===== src/rtl/imm_gen_pipe.sv =====
// -----------------------------------------------------------------------------
// imm_gen_pipe
//
// Decode-stage immediate generator. It pulls the immediate straight out of the
// raw 32-bit instruction word, sign-extends it to XLEN and registers it. The
// registered result sits behind a valid/ready handshake with a 2-entry skid
// buffer, so ready_o never depends combinationally on ready_i.
//
// Parameters
//   XLEN    : output immediate width (32 or 64)
//   TAG_W   : width of the sideband tag (usually the PC) that travels with
//             the immediate
//   ZIMM_EN : 1 = csr_zimm_i selects the zero-extended CSR zimm field,
//             0 = csr_zimm_i is ignored
//
// Ports
//   clk        : clock, rising edge
//   rst        : asynchronous active-high reset
//   valid_i    : upstream beat valid
//   ready_o    : block can accept a beat (low only while the skid is occupied)
//   instr_i    : raw instruction word
//   ImmSel_i   : immediate format select (R/I/S/B/U/J)
//   csr_zimm_i : pick instr[19:15] zero-extended instead of ImmSel_i
//   tag_i      : sideband tag for the incoming beat
//   flush_i    : synchronous flush, drops every held and incoming beat
//   valid_o    : output beat valid
//   ready_i    : downstream accepts the output beat
//   imm_o      : selected, extended immediate
//   tag_o      : tag belonging to imm_o
//   err_o      : sticky flag, an accepted beat had an undefined ImmSel_i
// -----------------------------------------------------------------------------

package imm_gen_pipe_pkg;

    // Immediate format encodings. The 3-bit field leaves 3'd6 and 3'd7
    // undefined; accepting either of those raises the sticky error flag.
    typedef enum logic [2:0] {
        IMM_R = 3'd0,
        IMM_I = 3'd1,
        IMM_S = 3'd2,
        IMM_B = 3'd3,
        IMM_U = 3'd4,
        IMM_J = 3'd5
    } imm_sel_e;

endpackage

module imm_gen_pipe
    import imm_gen_pipe_pkg::*;
#(
    parameter int XLEN    = 32,
    parameter int TAG_W   = 32,
    parameter int ZIMM_EN = 1
) (
    input  logic             clk,
    input  logic             rst,
    input  logic             valid_i,
    output logic             ready_o,
    input  logic [31:0]      instr_i,
    input  imm_sel_e         ImmSel_i,
    input  logic             csr_zimm_i,
    input  logic [TAG_W-1:0] tag_i,
    input  logic             flush_i,
    output logic             valid_o,
    input  logic             ready_i,
    output logic [XLEN-1:0]  imm_o,
    output logic [TAG_W-1:0] tag_o,
    output logic             err_o
);

    // The opcode bits never feed any immediate format.
    logic unused_opcode;
    assign unused_opcode = &{1'b0, instr_i[6:0]};

    // -------------------------------------------------------------------------
    // Immediate extraction.
    // Every signed format starts from a word filled with the sign bit
    // (instr[31]) and then overwrites only the low bits that the format
    // defines. This gives correct sign extension for both XLEN=32 and
    // XLEN=64 without any zero-width replication when XLEN=32.
    // The zimm path overrides the format select and is not an error source.
    // -------------------------------------------------------------------------
    logic [XLEN-1:0] imm_next;
    logic            sel_illegal;

    always_comb begin
        imm_next    = '0;
        sel_illegal = 1'b0;
        if ((ZIMM_EN != 0) && csr_zimm_i) begin
            imm_next[4:0] = instr_i[19:15];
        end else begin
            case (ImmSel_i)
                IMM_I: begin
                    imm_next       = {XLEN{instr_i[31]}};
                    imm_next[11:0] = instr_i[31:20];
                end
                IMM_S: begin
                    imm_next       = {XLEN{instr_i[31]}};
                    imm_next[11:0] = {instr_i[31:25], instr_i[11:7]};
                end
                IMM_B: begin
                    imm_next       = {XLEN{instr_i[31]}};
                    imm_next[12:0] = {instr_i[31], instr_i[7], instr_i[30:25],
                                      instr_i[11:8], 1'b0};
                end
                IMM_U: begin
                    imm_next       = {XLEN{instr_i[31]}};
                    imm_next[31:0] = {instr_i[31:12], 12'b0};
                end
                IMM_J: begin
                    imm_next       = {XLEN{instr_i[31]}};
                    imm_next[20:0] = {instr_i[31], instr_i[19:12], instr_i[20],
                                      instr_i[30:21], 1'b0};
                end
                IMM_R: begin
                    imm_next = '0;
                end
                default: begin
                    imm_next    = '0;
                    sel_illegal = 1'b1;
                end
            endcase
        end
    end

    // -------------------------------------------------------------------------
    // Handshake decode.
    // ready_o comes only from the skid valid bit, so downstream ready never
    // ripples upstream in the same cycle. A beat presented during a flush
    // is not kept, so it is excluded from in_accept (which also gates the
    // error flag).
    // -------------------------------------------------------------------------
    logic            main_valid;
    logic [XLEN-1:0] main_imm;
    logic [TAG_W-1:0] main_tag;
    logic            skid_valid;
    logic [XLEN-1:0] skid_imm;
    logic [TAG_W-1:0] skid_tag;
    logic            err_q;

    logic in_accept;
    logic main_free;

    assign ready_o   = ~skid_valid;
    assign in_accept = valid_i & ready_o & ~flush_i;
    // Main can take new data if it is empty or its beat leaves this cycle.
    assign main_free = ~main_valid | ready_i;

    // -------------------------------------------------------------------------
    // Main/skid storage.
    // When main frees up, the skid entry (older) always wins over the
    // incoming beat; the incoming beat cannot collide with it because
    // ready_o is low whenever the skid is occupied. When main is stuck, a
    // new beat parks in the skid and ready_o drops on the next cycle.
    // Flush only clears the valid bits; data fields may keep stale values.
    // -------------------------------------------------------------------------
    always_ff @(posedge clk or posedge rst) begin
        if (rst) begin
            main_valid <= 1'b0;
            main_imm   <= '0;
            main_tag   <= '0;
            skid_valid <= 1'b0;
            skid_imm   <= '0;
            skid_tag   <= '0;
        end else if (flush_i) begin
            main_valid <= 1'b0;
            skid_valid <= 1'b0;
        end else if (main_free) begin
            if (skid_valid) begin
                main_valid <= 1'b1;
                main_imm   <= skid_imm;
                main_tag   <= skid_tag;
                skid_valid <= 1'b0;
            end else if (in_accept) begin
                main_valid <= 1'b1;
                main_imm   <= imm_next;
                main_tag   <= tag_i;
            end else begin
                main_valid <= 1'b0;
            end
        end else if (in_accept) begin
            skid_valid <= 1'b1;
            skid_imm   <= imm_next;
            skid_tag   <= tag_i;
        end
    end

    // -------------------------------------------------------------------------
    // Sticky illegal-select flag. Only reset clears it; flush leaves it set
    // so software or a debug unit can still see it afterwards.
    // -------------------------------------------------------------------------
    always_ff @(posedge clk or posedge rst) begin
        if (rst) begin
            err_q <= 1'b0;
        end else if (in_accept && sel_illegal) begin
            err_q <= 1'b1;
        end
    end

    assign valid_o = main_valid;
    assign imm_o   = main_imm;
    assign tag_o   = main_tag;
    assign err_o   = err_q;

endmodule


===== config.mk =====
export PLATFORM = sky130hd
export DESIGN_NAME = imm_gen_pipe
export DESIGN_NICKNAME = d
export VERILOG_FILES = /design/src/rtl/imm_gen_pipe.sv
export SDC_FILE = /design/constraint.sdc
export NUM_CORES = 1
export LEC_CHECK = 0
export ABC_AREA = 1
export CORE_ASPECT_RATIO = 2
export CORE_MARGIN = 2
export CORE_UTILIZATION = 51
export DETAILED_ROUTE_END_ITERATION = 16
export PLACE_DENSITY = 0.82
export SYNTH_ARGS = -nofsm -noshare
export SYNTH_HDL_FRONTEND = slang
export SYNTH_SLANG_ARGS = --single-unit

===== constraint.sdc =====
create_clock -name clk -period 6.2 [get_ports clk]
set_input_delay 1.86 -clock clk [delete_from_list [all_inputs] [get_ports clk]]
set_output_delay 1.86 -clock clk [all_outputs]
set_load 0.01 [all_outputs]

==> key figures, run 1 <==
Yosys
  – Mux cell area share after synthesis: 0%
  – Area share of the largest cell type after synthesis: between 50 and 60%
  – Syn_nets: 847
  – Area leader, netlist: dfrtp_1
  – Predominant post-synthesis flop cell: dfrtp_1
  – Sequential share of the synthesized area: about 53%
  – Area contributors post-synth: dfrtp_1, nand2_1, nor2_1
  – Ys async rst share: 100.0%
  – Post-synth EDFFs: 0
  – Post-Synthesis Cell Area: 6165 um^2
  – Post-Syn Instances: slightly below 800
  – Post-synth cell types: 29
  – Post-Synth Simple-Gate Area: 29.98%
  – Number of synthesized register bits: about 130
  – Yosys warns: 0
  – Synth Area in Adders: 0%
  – Synth Area in Compound Gates: around a tenth
  – Syn_area_per_cell: between 7 and 8 um^2
  – Largest family of logic cells by synthesized area: simple AND/OR/NAND/NOR gates
  – Synth Area in XOR/XNOR: 0%

STA
  – Fin. Hold Viols: 0
  – Worst-margin pin slew: a little under 0.9 ns
  – Fin crit period: between 3 and 4 ns
  – Worst Hold Slack: ~0.47 ns
  – Fin. max-slew vios: 0
  – Setup_tns: 0 ns
  – Final worst slack: 2.319 ns
  – Slew HR: between 40% and 50%
  – Fin crit share: 62.60%
  – Final setup fails: 0
  – RSZ-0062 raised after global routing: false
  – Worst Skew: a little under 0.008 ns
  – Fmax: around 260 MHz

Worst setup path
  – CP arrival: about 4.2 ns
  – Worst Setup End Kind: register
  – WP data required: around 6.5 ns
  – Reg2Reg Depth: 7
  – Slowest stage delay, CP: about 0.53 ns
  – Worst path bufs/invs: 5
  – Crit-path leading delay family: buffers and inverters
  – WP depth: 8
  – Critical path cell sequence: clkdlybuf4s50_1 > inv_1 > nand2_1 > nor2_4 > buf_4 > inv_2 > buf_4 > o21ai_0
  – Setup CP Type: primary input to register
  – Slowest-stage cell, CP: inv_2
  – Most common cell on crit path: buf_4
  – CP startpoint kind: primary input
  – Critical path peak fanout: 52

Clock network
  – Clk slew on worst S/H paths: about 0.06 ns
  – H-tree levels: 4
  – Clk sink count: roughly 130
  – CTS tree: done
  – Skew-Pair Late Insertion Delay: approximately 0.40 ns
  – Root Buffer Master: clkbuf_16
  – Num CTS Buffers: 17
  – Max clock buf depth: 2
  – CTS Hold Buffers Added: 0
  – # resized after CTS: 0
  – Postcts setup bufs: 0

Placement
  – Dpl ws: 1.894 ns
  – Routability Congestion: 0.8975
  – Post-DP HPWL: ~10000 um
  – Number of I/O port buffers: ~130
  – # placed instances: slightly above 1,000

Power
  – Peak VDD IR: approximately 230 uV
  – Sw Pwr: slightly below 700 uW
  – Clock network fraction of total power: between 40% and 50%
  – Int Pwr: 1.937 mW
  – Switching portion of total power: between 20% and 30%
  – Sequential Power Share: approximately two fifths
  – Combinational fraction of design power: between 10% and 20%
  – Pwr per Cell Area: roughly 320 nW/um^2
  – Pleak: ~4.2 nW

Floorplan
  – Die ar.: around 13,000 um^2
  – Die width: 81.74 um
  – # IOs: 140
  – Row cnt: between 50 and 60
  – Die height: between 150 and 200 um
  – Initial Util: a little over half
  – Total core area: ~12,000 um^2

Cells and area
  – ANT cells: 0
  – Most frequent cells in the layout: nand2_1, clkdlybuf4s50_1, dfrtp_1, nor2_1, o31ai_1
  – Layout cells sized above 1: 7.016%
  – Layout Cells excl Fill: approximately 1,000
  – Fillers: 963
  – NumNets Final: 958
  – Commonest non-fill, non-tap cell in the layout: nand2_1
  – Area grow syn2layout: 31.01%

Global routing
  – Overflow after GRT: 0
  – Initial antenna violation count: 0
  – Gr usage total: about a quarter
  – Pin count of the biggest net entering global routing: between 90 and 100
  – Vias in the first global route: slightly above 5,000
  – First-pass GRT wire length: about 24,000 um

Route
  – Initial DRC count: between 200 and 300
  – DRC viols: 0
  – Vias/cell: just over 5
  – Routed Antenna Nets: 0
  – DR vias: around 5,400
  – Routed len/inst: 14.45 um
  – Pre-Repair DR Iteration Count: 4
  – Final wirelength: 15,070 um

Status
  – Outcome: completed

Worst hold path
  – Hold Path Cell Cnt: 2
  – Hold WC Path Type: register to register

Job
  – Max cap viols: 0
through the flow:
stage / utilization, % / instance area (um^2) / power, mW
3_5_place_dp: 63.19 / 7438 / 1.567
5_1_grt: 68.61 / 8077 / 2.746
6_report: 68.61 / 8077 / 2.619
4_1_cts: 68.61 / 8077 / 2.639
3_3_place_gp: 63.19 / 7438 / 1.551
2_1_floorplan: - / 6165 / 1.328
power by group through the flow:
stage,Sequential [mW],Clock [mW],Combinational (mW)
3_3_place_gp,1.09,0,0.464
3_5_place_dp,1.09,0,0.475
4_1_cts,1.08,1.08,0.478
5_1_grt,1.10,1.12,0.528
6_report,1.08,1.07,0.471
2_1_floorplan,1.11,0,0.215
cells by family after synthesis:
kind of cell / Yosys count
compound gates: 94
flops: 131
simple gates: 469
buf+inv: 80
area by class of cell:
class	instances	area (um^2)	area share [%]
Clock buffer	21	460.4	5.701
Tap cell	145	181.4	2.246
Multi-Input combinational cell	563	2479	30.69
Sequential cell	131	3278	40.59
Clock inverter	11	177.7	2.200
Inverter	34	133.9	1.658
Timing Repair Buffer	138	1366	16.92
registers in the layout, summed over array words and instances, names as in the netlist:
name and flops:
imm_o 32, skid_imm 32, skid_tag 32, tag_o 32, err_o 1, skid_valid 1, valid_o 1
cells in the mapped netlist, types with 2 or more instances:
library cell and n:
a21boi_0 4, a21boi_1 5, a21oi_1 9, a31oi_1 5, buf_2 22, buf_4 3
buf_6 9, clkbuf_1 12, dfrtp_1 131, inv_1 27, inv_2 5, nand2_1 319
nand2_2 3, nand2_4 2, nand3_1 25, nand3_2 2, nand4_1 3, nor2_1 110
nor3_1 3, o211ai_1 3, o21ai_0 18, o21ai_1 6, o21ai_2 11, o31ai_1 32
path summary, 6_finish.rpt:
kind                            slack (ns)   startpoint      endpoint
worst max-delay path                  2.32      ready_i  skid_imm[15]
worst min-delay path                  0.47  skid_tag[8]   skid_tag[8]
worst max register to register        3.45   skid_valid  skid_imm[15]
worst min register to register        0.47  skid_tag[8]   skid_tag[8]
max in group asynchronous             3.17          rst  skid_tag[24]
min in group asynchronous             2.01          rst     imm_o[18]
routing by layer:
layer / track usage [%] / wire (um) / share of wire (%)
met1: 28.79 / 6062 / 40
met2: 40.61 / 7959 / 53
met3: 4.535 / 586 / 3.9
met4: 10.53 / 463 / 3.1
met5: 0 / 0 / 0
worst reg2reg max path, delay by kind of cell (launching register included):
kind	cells	cell delay, ns
buffers and inverters	4	1.76
flip-flops	1	0.38
AND/OR/NAND/NOR	2	0.30
AO/OA/AOI/OAI	1	0.19
No activity file was read; power rests on OpenSTA's default activity.
==> run 2: changes to the inputs <==
==> constraint.sdc (replaced) <==
create_clock -name clk -period 3.67 [get_ports clk]
set_input_delay 1.101 -clock clk [delete_from_list [all_inputs] [get_ports clk]]
set_output_delay 1.101 -clock clk [all_outputs]
set_load 0.01 [all_outputs]
==> run 2 against run 1 <==
Effect of this change: worst hold slack worse by 0.00078 ns; critical endpoint is now imm_o[18]; critical path type unchanged; worst setup slack got worse by 1.2 ns; die area unchanged; global-route usage increased by 1.1 points; cell count up 0.58%; design area is 0.82% higher.
==> key figures, run 2 (synthesized netlist as in run 1, its figures left out) <==
Status
  – Outcome: completed

STA
  – RSZ-0062 raised after global routing: false
  – Fin crit period: between 2 and 3 ns
  – Fmax: 384.5 MHz
  – Fin. Hold Viols: 0
  – Final setup fails: 0
  – Fin crit share: between 70% and 80%
  – Worst Skew: just over 0.01 ns
  – Fin. max-slew vios: 0
  – Slew HR: between 50 and 60%
  – Setup_tns: 0 ns
  – Worst-margin pin slew: approximately 0.64 ns

Placement
  – Number of I/O port buffers: 132
  – Routability Congestion: 0.9156
  – Placed Area: 7527 um^2
  – Post-DP HPWL: between 10,000 and 15,000 um

Clock network
  – CTS tree: done
  – Max clock buf depth: 2
  – CTS Hold Buffers Added: 0
  – Skew-Pair Late Insertion Delay: between 0.4 and 0.5 ns
  – Clk slew on worst S/H paths: roughly 0.06 ns
  – Clk sink count: about 130
  – Postcts setup bufs: 0
  – Num CTS Buffers: 17
  – # resized after CTS: 0
  – Root Buffer Master: clkbuf_16
  – H-tree levels: 4

Route
  – Final wirelength: ~15,000 um
  – DR vias: roughly 5,500
  – DRC viols: 0
  – Routed len/inst: 14.68 um
  – Initial DRC count: between 300 and 400
  – Routed Antenna Nets: 0
  – Pre-Repair DR Iteration Count: 5
  – Vias/cell: between 5 and 6

Floorplan
  – # IOs: 140
  – Die height: roughly 160 um
  – Row cnt: 56
  – Initial Util: between 50% and 60%
  – Die ar.: between 10,000 and 15,000 um^2
  – Total core area: ~12,000 um^2
  – Die width: a little over 80 um

Job
  – Max cap viols: 0

Worst setup path
  – Most common cell on crit path: nand2_1
  – Crit-path leading delay family: buffers and inverters
  – CP arrival: about 2.9 ns
  – WP data required: approximately 4.0 ns
  – CP startpoint kind: primary input
  – Worst path bufs/invs: 3
  – Worst Setup End Kind: register
  – Critical path cell sequence: clkdlybuf4s50_1 > clkinv_1 > buf_4 > nand2_1 > nand2_1 > nand2_1 > nand2_1
  – Slowest-stage cell, CP: clkdlybuf4s50_1
  – Critical path peak fanout: 20
  – Setup CP Type: primary input to register
  – Slowest stage delay, CP: between 0.6 and 0.7 ns

Power
  – Design Power: ~4.4 mW
  – Clock network fraction of total power: 40.2%
  – Sw Pwr: about 1.2 mW
  – Pwr per Cell Area: between 500 and 600 nW/um^2
  – Sequential Power Share: roughly 41%
  – Peak VDD IR: between 300 and 400 uV
  – Switching portion of total power: 26.49%
  – Pleak: between 4 and 5 nW
  – Combinational fraction of design power: a little under a fifth
  – Int Pwr: about 3.2 mW

Global routing
  – Vias in the first global route: 5,272
  – Gr usage total: between 20% and 30%
  – Overflow after GRT: 0
  – Initial antenna violation count: 0
  – Pin count of the biggest net entering global routing: 65
  – First-pass GRT wire length: around 25,000 um

Cells and area
  – Most frequent cells in the layout: nand2_1, clkdlybuf4s50_1, dfrtp_1, nor2_1, o31ai_1
  – Layout cells sized above 1: approximately 7.6%
  – Post-route cell area: between 8000 and 9000 um^2
  – NumNets Final: 965
  – Area grow syn2layout: 32.09%
  – ANT cells: 0
  – Commonest non-fill, non-tap cell in the layout: nand2_1

Worst hold path
  – Hold WC Path Type: register to register
run 2: layout make-up:
class	count	area [um^2]
fill	918	3628
sequential	131	3278
multi-input combinational	563	2479
timing repair buffer	145	1456
clock buffer	19	432.9
clock inverter	12	182.7
tap	145	181.4
inverter	34	132.6
run 2: worst min-delay path, cell delays in order, from the launching register on:
cell and delay (ns):
dfrtp_1 0.34, nand2_1 0.05, nand2_1 0.05
run 2: final timing paths:
check | from | end | slack (ns) | depth (start not counted)
min reg2reg | skid_tag[30] | skid_tag[30] | 0.47 | 2
max in group asynchronous | rst | err_o | 1.94 | 3
max | csr_zimm_i | imm_o[18] | 1.07 | 7
min in group asynchronous | rst | imm_o[21] | 1.05 | 2
max reg2reg | skid_valid | skid_imm[23] | 1.56 | 9
min | skid_tag[30] | skid_tag[30] | 0.47 | 2
run 2: per-stage QoR:
stage,cells,hold slack (ns),worst slack (ns),util (%)
floorplan,774,0.4426,0.9458,-
global placement,1018,0.4542,0.7055,63.95
detailed placement,1018,0.4588,0.6756,63.95
CTS,1049,0.4720,1.084,69.18
global route,1049,0.4927,0.9188,69.18
finish,1049,0.4699,1.069,69.18
run 2: power by group through the flow:
stage	logic (mW)	registers (mW)	clock network (mW)
2_1_floorplan	0.363	1.88	0
3_3_place_gp	0.797	1.84	0
3_5_place_dp	0.816	1.85	0
4_1_cts	0.823	1.82	1.79
5_1_grt	0.906	1.86	1.86
6_report	0.812	1.82	1.77
run 2: routing by layer:
| layer | global-route usage, % | wire length, um |
|---|---|---|
| met1 | 29.15 | 5893 |
| met2 | 43.72 | 8371 |
| met3 | 4.308 | 633 |
| met4 | 11.29 | 503 |
| met5 | 0 | 0 |
==> run 3: changes to the inputs <==
==> constraint.sdc (replaced) <==
create_clock -name clk -period 2.4 [get_ports clk]
set_input_delay 0.72 -clock clk [delete_from_list [all_inputs] [get_ports clk]]
set_output_delay 0.72 -clock clk [all_outputs]
set_load 0.01 [all_outputs]
==> run 3 against run 2 <==
Effect of this change: critical endpoint is now ready_o; global-route usage is 0.80 points lower; sequential share of layout area is 0.54 points lower; register-to-register slack worse by 1.0 ns; combinational power is 54% higher; sequential power is 53% higher; cell count is 1.1% higher; design area is 1.4% higher; routed wire length is 0.55% lower.
==> key figures, run 3 (synthesized netlist as in run 1, its figures left out) <==
Clock network
  – # resized after CTS: 0
  – CTS tree: done
  – CTS Hold Buffers Added: 0
  – H-tree levels: 4
  – Max clock buf depth: 2
  – Clk sink count: about 130
  – Root Buffer Master: clkbuf_16
  – Skew-Pair Late Insertion Delay: 0.41 ns
  – Postcts setup bufs: 0
  – Num CTS Buffers: 17
  – Clk slew on worst S/H paths: approximately 0.060 ns

Worst setup path
  – Slowest stage delay, CP: roughly 0.55 ns
  – WP data required: between 1.5 and 2 ns
  – Slowest-stage cell, CP: clkdlybuf4s50_1
  – Worst Setup End Kind: primary output
  – Reg-to-reg slack, setup: between 0.5 and 0.6 ns
  – Critical path cell sequence: clkinv_2 > clkdlybuf4s50_1
  – Crit-path leading delay family: buffers and inverters
  – CP startpoint kind: register
  – CP arrival: 1.49 ns
  – Worst path bufs/invs: 2
  – Critical path peak fanout: 4
  – Setup CP Type: register to primary output

Cells and area
  – Area grow syn2layout: 33.89%
  – Layout cells sized above 1: 8.734%
  – ANT cells: 0
  – Most frequent cells in the layout: nand2_1, clkdlybuf4s50_1, dfrtp_1, nor2_1, o31ai_1
  – NumNets Final: about 980
  – Commonest non-fill, non-tap cell in the layout: nand2_1

Power
  – Pwr per Cell Area: between 800 and 900 nW/um^2
  – Pleak: ~4.3 nW
  – Peak VDD IR: 551.8 uV

Floorplan
  – # IOs: between 100 and 150
  – Total core area: about 12,000 um^2
  – Die width: around 82 um
  – Row cnt: 56
  – Die ar.: 13,040 um^2
  – Die height: between 150 and 200 um
  – Initial Util: a little over half

Global routing
  – Overflow after GRT: 0
  – Pin count of the biggest net entering global routing: 53
  – First-pass GRT wire length: between 20,000 and 25,000 um
  – Gr usage total: approximately 24%
  – Initial antenna violation count: 0
  – Vias in the first global route: between 5,000 and 6,000

Route
  – Vias/cell: about 5.1
  – Routed len/inst: around 14 um
  – Initial DRC count: roughly 330
  – DR vias: around 5,500
  – Routed Antenna Nets: 0
  – Pre-Repair DR Iteration Count: 5
  – Final wirelength: roughly 15,000 um
  – DRC viols: 0

STA
  – Worst Hold Slack: 0.4718 ns
  – Fin. max-slew vios: 0
  – Fmax: about 450 MHz
  – Final setup fails: 0
  – Fin crit period: roughly 2.2 ns
  – Fin. Hold Viols: 0
  – Slew HR: between 60 and 70%
  – Setup_tns: 0 ns
  – RSZ-0062 raised after global routing: false
  – Worst Skew: around 0.0080 ns
  – Fin crit share: 91.90%
  – Worst-margin pin slew: 0.5288 ns

Job
  – Max cap viols: 0

Worst hold path
  – Hold WC Path Type: register to register

Placement
  – Routability Congestion: about 0.95
  – Post-DP HPWL: 10,630 um
  – Number of I/O port buffers: approximately 130

Status
  – Outcome: completed
run 3: cell count changes in the layout (fill, tap and decap cells not counted), sizes merged:
cell    before  now
buf         13   24
clkinv       6    7
inv         32   31
clkbuf      19   20
run 3: through the flow:
stage	utilization (%)	worst slack (ns)	cells	power [mW]	instance area, um^2
final	70.12	0.1944	1061	6.742	8254
after global routing	70.12	0.1535	1061	7.078	8254
after CTS	70.12	0.1728	1061	6.806	8254
after detailed placement	64.86	0.02637	1029	4.084	7635
after global placement	64.86	0.05087	1029	4.040	7635
after floorplan	-	0.05679	774	3.431	6168
run 3: cell type report:
| type | count | area (um^2) |
|---|---|---|
| multi-input combinational | 563 | 2479 |
| clock buffer | 20 | 436.7 |
| timing repair buffer | 156 | 1564 |
| fill | 952 | 3517 |
| sequential | 131 | 3278 |
| inverter | 34 | 132.6 |
| clock inverter | 12 | 182.7 |
| tap | 145 | 181.4 |
run 3: worst paths after layout:
kind,startpoint,to,cells past startpoint
max,skid_valid,ready_o,2
min,skid_tag[15],skid_tag[15],2
max reg2reg,skid_valid,tag_o[8],6
min reg2reg,skid_tag[15],skid_tag[15],2
max in group asynchronous,rst,skid_tag[22],3
min in group asynchronous,rst,imm_o[22],2
run 3: where the power goes:
part	switching (mW)	leakage (nW)	internal, mW
clock	0.956	0.290	1.74
sequential	0.201	1.67	2.59
combinational	0.610	2.29	0.644
run 3: per-layer routing:
metal / GRT usage, % / wire (um) / vias up
met5: 0 / 0 / -
met4: 11.52 / 526 / 0
met3: 4.252 / 650 / 33
met2: 43.20 / 8266 / 161
met1: 26.98 / 5873 / 2554
li1: - / - / 2709
run 3: worst reg2reg max path, cell delays in order, from the launching register on:
cell     delay (ns)
dfrtp_1        0.38
buf_4          0.46
o21ai_2        0.16
inv_2          0.09
nand2_4        0.15
buf_12         0.24
o31ai_1        0.30
